`config.mk`:
```
export PLATFORM = sky130hd
export DESIGN_NAME = mem_wb_stage
export DESIGN_NICKNAME = d
export VERILOG_FILES = /design/src/rtl/mem_wb_stage.sv
export SDC_FILE = /design/constraint.sdc
export NUM_CORES = 1
export LEC_CHECK = 0
export ABC_AREA = 1
export CAP_MARGIN = 5
export CORE_UTILIZATION = 44
export DETAILED_ROUTE_END_ITERATION = 12
export GPL_TIMING_DRIVEN = 0
export MAX_ROUTING_LAYER = met4
export PLACE_DENSITY = 0.81
export SLEW_MARGIN = 25
export SYNTH_ARGS = -nofsm -noshare
export SYNTH_HDL_FRONTEND = slang
export SYNTH_SLANG_ARGS = --single-unit
export TNS_END_PERCENT = 100
```
`constraint.sdc`:
```
create_clock -name clk -period 2.19 [get_ports clk]
set_input_delay 0.3285 -clock clk [delete_from_list [all_inputs] [get_ports clk]]
set_output_delay 0.3285 -clock clk [all_outputs]
set_load 0.02 [all_outputs]
```
`src/rtl/mem_wb_stage.sv`:
```
// Memory/write-back stage: performs load/store over a req/ack handshake, writes the
// register file, holds the architectural flags, and flags memory time-outs and illegal ops.
module mem_wb_stage #(
  parameter int DATA_W  = 16,
  parameter int REG_AW  = 3,
  parameter int TIMEOUT = 255
) (
  input  logic              clk,
  input  logic              rst,
  input  logic              in_valid,
  output logic              in_ready,
  input  logic [2:0]        in_op,
  input  logic [DATA_W-1:0] in_result,
  input  logic [3:0]        in_flags,
  input  logic [REG_AW-1:0] in_dst_reg,
  input  logic [DATA_W-1:0] in_store_data,
  output logic              mem_req,
  output logic              mem_we,
  output logic [DATA_W-1:0] mem_addr,
  output logic [DATA_W-1:0] mem_wdata,
  input  logic              mem_ack,
  input  logic [DATA_W-1:0] mem_rdata,
  output logic              rf_we,
  output logic [REG_AW-1:0] rf_waddr,
  output logic [DATA_W-1:0] rf_wdata,
  output logic [3:0]        flags_q,
  output logic              err_timeout,
  output logic              err_illegal
);

  typedef enum logic [1:0] {IDLE, MEM_RD, MEM_WR, WB} state_t;

  localparam logic [2:0] OP_ADD   = 3'b000;
  localparam logic [2:0] OP_INV   = 3'b001;
  localparam logic [2:0] OP_LOAD  = 3'b010;
  localparam logic [2:0] OP_STORE = 3'b011;
  localparam logic [2:0] OP_NOP   = 3'b100;

  // Abort is taken on the un-acked cycle whose increment would reach TIMEOUT.
  localparam logic [7:0] TO_LAST = 8'(TIMEOUT - 1);

  state_t              state_q, state_d;
  // data_q holds the ALU result, then the memory address, then the load data.
  logic [DATA_W-1:0]   data_q, data_d;
  logic [DATA_W-1:0]   wdata_q, wdata_d;
  logic [REG_AW-1:0]   dst_q, dst_d;
  logic [3:0]          flags_d;
  logic [7:0]          cnt_q, cnt_d;
  logic                err_timeout_q, err_timeout_d;
  logic                err_illegal_q, err_illegal_d;
  logic                accept;

  assign accept      = in_valid & in_ready;
  assign err_timeout = err_timeout_q;
  assign err_illegal = err_illegal_q;

  always_ff @(posedge clk or posedge rst) begin
    if (rst) begin
      state_q       <= IDLE;
      data_q        <= '0;
      wdata_q       <= '0;
      dst_q         <= '0;
      flags_q       <= '0;
      cnt_q         <= '0;
      err_timeout_q <= 1'b0;
      err_illegal_q <= 1'b0;
    end else begin
      state_q       <= state_d;
      data_q        <= data_d;
      wdata_q       <= wdata_d;
      dst_q         <= dst_d;
      flags_q       <= flags_d;
      cnt_q         <= cnt_d;
      err_timeout_q <= err_timeout_d;
      err_illegal_q <= err_illegal_d;
    end
  end

  always_comb begin
    state_d       = state_q;
    data_d        = data_q;
    wdata_d       = wdata_q;
    dst_d         = dst_q;
    flags_d       = flags_q;
    cnt_d         = cnt_q;
    err_timeout_d = err_timeout_q;
    err_illegal_d = 1'b0;

    case (state_q)
      IDLE: begin
        if (accept) begin
          case (in_op)
            OP_ADD, OP_INV: begin
              flags_d = in_flags;
              data_d  = in_result;
              dst_d   = in_dst_reg;
              state_d = WB;
            end
            OP_LOAD: begin
              data_d  = in_result;
              dst_d   = in_dst_reg;
              cnt_d   = '0;
              state_d = MEM_RD;
            end
            OP_STORE: begin
              data_d  = in_result;
              wdata_d = in_store_data;
              cnt_d   = '0;
              state_d = MEM_WR;
            end
            OP_NOP: begin
            end
            default: err_illegal_d = 1'b1;
          endcase
        end
      end

      MEM_RD, MEM_WR: begin
        // An ack on the last allowed cycle takes priority over the abort.
        if (mem_ack) begin
          if (state_q == MEM_RD) begin
            data_d  = mem_rdata;
            state_d = WB;
          end else begin
            state_d = IDLE;
          end
        end else begin
          cnt_d = cnt_q + 8'd1;
          if (cnt_q == TO_LAST) begin
            state_d       = IDLE;
            err_timeout_d = 1'b1;
          end
        end
      end

      WB:      state_d = IDLE;
      default: state_d = IDLE;
    endcase
  end

  // Outputs decode from registered state so reset removes a request immediately.
  always_comb begin
    in_ready  = (state_q == IDLE);
    mem_req   = 1'b0;
    mem_we    = 1'b0;
    mem_addr  = '0;
    mem_wdata = '0;
    rf_we     = 1'b0;
    rf_waddr  = '0;
    rf_wdata  = '0;
    case (state_q)
      MEM_RD: begin
        mem_req  = 1'b1;
        mem_addr = data_q;
      end
      MEM_WR: begin
        mem_req   = 1'b1;
        mem_we    = 1'b1;
        mem_addr  = data_q;
        mem_wdata = wdata_q;
      end
      WB: begin
        rf_we    = 1'b1;
        rf_waddr = dst_q;
        rf_wdata = data_q;
      end
      default: begin
      end
    endcase
  end

endmodule

```
==> out/qor.txt, run 1 <==
status = complete, no violations
Worst Skew = 0.0102 ns
GRT Total Usage = 22.7%
delay of the slowest cell on the worst path = 0.42 ns
Post-synth EDFFs = 0
area post-placement = 4430 um^2
area of the multi-input gates = 1410 um^2
CTS H-tree lvls = 2
Synth cell types = 25
vias in the first global route = 2,945
layout cells sized above 1 = 15.2%
CP dominant cell by count = inv_1
DIE AREA = 7350 um^2
vias = 3,092
drt first pass iters = 4
Reg2Reg Depth = 8
Yosys top cell area share = 41.4%
cell count after synthesis = 440
most common cell after layout, fill and taps aside = nand2_1
GRT overflow = 0
clock root buffer = clkbuf_8
MaxCap Viol Count = 0
final WL = 7720 um
CTS Hold Buffers Added = 0
Worst Path Arrival = 1.78 ns
fill cell count = 626
Max Root-Sink Buffers = 2
ys flop type = dfrtp_1
Initial DRC Count = 124
antenna violations before repair = 0
element type at the critical path start = flop
power per cell area = 1290 nW/um^2
sequential cell area = 1280 um^2
PortBufs = 122
Die Width = 85.7 um
yosys synthesis warning count = 0
WS Path Type = flop to output port
final setup violation count = 0
Antenna Cells = 0
first-pass GRT wire length = 12,900 um
RR Endpoint = data_q[13]$_DFFE_PP0P_
CP Capture Type = output port
Worst-Skew Late Latency = 0.30 ns
Tmin final = 2.11 ns
row count = 30
Syn Nets = 508
sequential element share of the synthesized area = 41.4%
nets = 636
Synth area leaders = dfrtp_1 (41%), nand2_1 (24%), inv_1 (9.4%)
post-route clock period utilization = 96.4%
Critical Path RT = 1.86 ns
total power = 5.64 mW
origin of the worst setup path = state_q[0]$_DFFE_PP0P_
VDD IR max = 556 uV
clk sink count = 51
Starting Density = 45.4%
largest net degree at the start of global routing = 52
via-per-instance ratio = 4.66
RSZ-0062 raised after global routing = yes
most frequent cells in the layout = nand2_1 (198), inv_1 (76), clkdlybuf4s50_1 (70)
CTS clk-pin slew, worst paths = 0.09 ns
Synth area leader = dfrtp_1
Routed Antenna Nets = 0
switch share = 49.3%
final hold slack = 0.469 ns
io pins = 123
worst-path fanout max = 19
FF-to-FF Start = state_q[0]$_DFFE_PP0P_
Detail Placement HPWL = 6080 um
Worst-Margin Slew = 0.619 ns
Slew Limit Fails = 0
core area = 6790 um^2
Final Cell Area = 4380 um^2
CTS tree = yes
CP delay by family, top = buffers and inverters
Combinational Power Share = 62.8%
r2r setup slk = 0.43 ns
Post-route DRC = 0
routability cong. = 0.818
chip height = 85.7 um
Max transition margin = 58.7%
slowest CP cell = dfrtp_1
average size of a mapped cell = 7.01 um^2
endpoints failing hold = 0
Buf/Inv on CP = 4
Routed WL per cell = 11.6 um
switching power total = 2.78 mW
sequence of cells on the critical path = inv_1 > ha_2 > buf_8 > nand2_1 > inv_1 > clkdlybuf4s15_1
synthesized flop and latch total = 51
Async SR Flop Fraction = 100%
Max Clk Rate = 473 MHz
Area growth syn-to-layout = 42.1%
internal power = 2.86 mW
P_leak = 2.62 nW
Post-Syn Area = 3090 um^2
Worst Hold Class = input port to asynchronous set/reset pin
Clk pwr share = 8.9%
Seq pwr share = 28.3%
CTS Buf Count = 5
-- cell usage after synthesis (2+ instances only) --
library cell  instances
nand2_1             198
ha_1                  6
o21ai_0              22
o21ai_2              16
nand2_2               6
inv_2                 3
o21bai_1              2
nand4_1               5
nand3_1              18
clkbuf_1              5
nor2_8                2
inv_1                77
nor2_1                9
buf_2                 5
buf_6                 4
dfrtp_1              51
o21ai_1               2
nand3_4               2
-- power groups by stage --
stage	Combinational, mW	Sequential [mW]	Clock [mW]
after floorplan	2.37	1.59	0
after global placement	3.65	1.59	0
after detailed placement	3.74	1.61	0
after CTS	3.61	1.60	0.515
after global routing	3.96	1.65	0.550
final	3.54	1.60	0.500
-- state kept, by name, indices dropped and copies added, names as in the netlist --
name	count
cnt_q	8
wdata_q	16
data_q	16
err_timeout	1
err_illegal	1
flags_q	4
state_q	2
dst_q	3
-- stage by stage --
| step | worst slack, ns | util [%] | instances | TNS [ns] |
|---|---|---|---|---|
| finish | 0.0778 | 64.5 | 663 | 0 |
| global route | -0.0235 | 64.5 | 663 | -0.0235 |
| CTS | 0.00107 | 66.0 | 663 | 0 |
| detailed placement | -0.448 | 65.2 | 658 | -10.72 |
| global placement | -0.386 | 65.2 | 658 | -25.64 |
| floorplan | 0.247 | - | 440 | 0 |
-- routing by layer --
| metal | vias to the layer above | routed length, um | global-route usage (%) | share of wire [%] |
|---|---|---|---|---|
| met1 | 1409 | 3300 | 26.8 | 43 |
| met5 | - | 0 | - | 0 |
| met4 | 0 | 167 | 7.58 | 2.2 |
| met3 | 18 | 341 | 2.89 | 4.4 |
| li1 | 1564 | - | - | - |
| met2 | 101 | 3910 | 39.9 | 51 |
-- kinds of logic after synthesis --
group | Yosys count | share of synthesized area, %
DFF | 51 | 41.4
buffers and inverters | 96 | 13.0
AOI/OAI and AO/OA | 45 | 9.89
and+or+nand+nor | 242 | 33.3
adders and majority gates | 6 | 2.43
-- worst max path at each step --
stage / to / slack, ns / cells after the start
2_1_floorplan: mem_addr[10] / 0.25 / 6
3_3_place_gp: mem_addr[14] / -0.39 / 7
3_5_place_dp: mem_addr[14] / -0.45 / 7
4_1_cts: mem_addr[8] / 0.001 / 6
5_1_grt: mem_addr[12] / -0.02 / 6
6_report: mem_addr[12] / 0.08 / 6
-- repair_timing --
| action | CTS | global route |
|---|---|---|
| buffers inserted | 0 | 0 |
| endpoints found under the setup margin | 51 | 37 |
| resized for setup | 82 | 54 |
-- final cells by class --
cell class	instances	share of cell area (%)
Multi-Input combinational cell	293	32.2
Inverter	80	6.91
Clock buffer	6	1.66
Buffer	15	2.83
Timing Repair Buffer	122	24.6
Tap cell	96	2.74
Sequential cell	51	29.1
Power figures use the tool's default switching activity.
==> run 2, diff against run 1 <==
--- a/config.mk
+++ b/config.mk
@@ -8,6 +8,7 @@
 export ABC_AREA = 1
 export CAP_MARGIN = 5
 export CORE_UTILIZATION = 44
+export CTS_CLUSTER_DIAMETER = 120
 export DETAILED_ROUTE_END_ITERATION = 12
 export GPL_TIMING_DRIVEN = 0
 export MAX_ROUTING_LAYER = met4
==> results of run 2 <==
No change in the layout: final DEF, timing and power equal those of run 1.
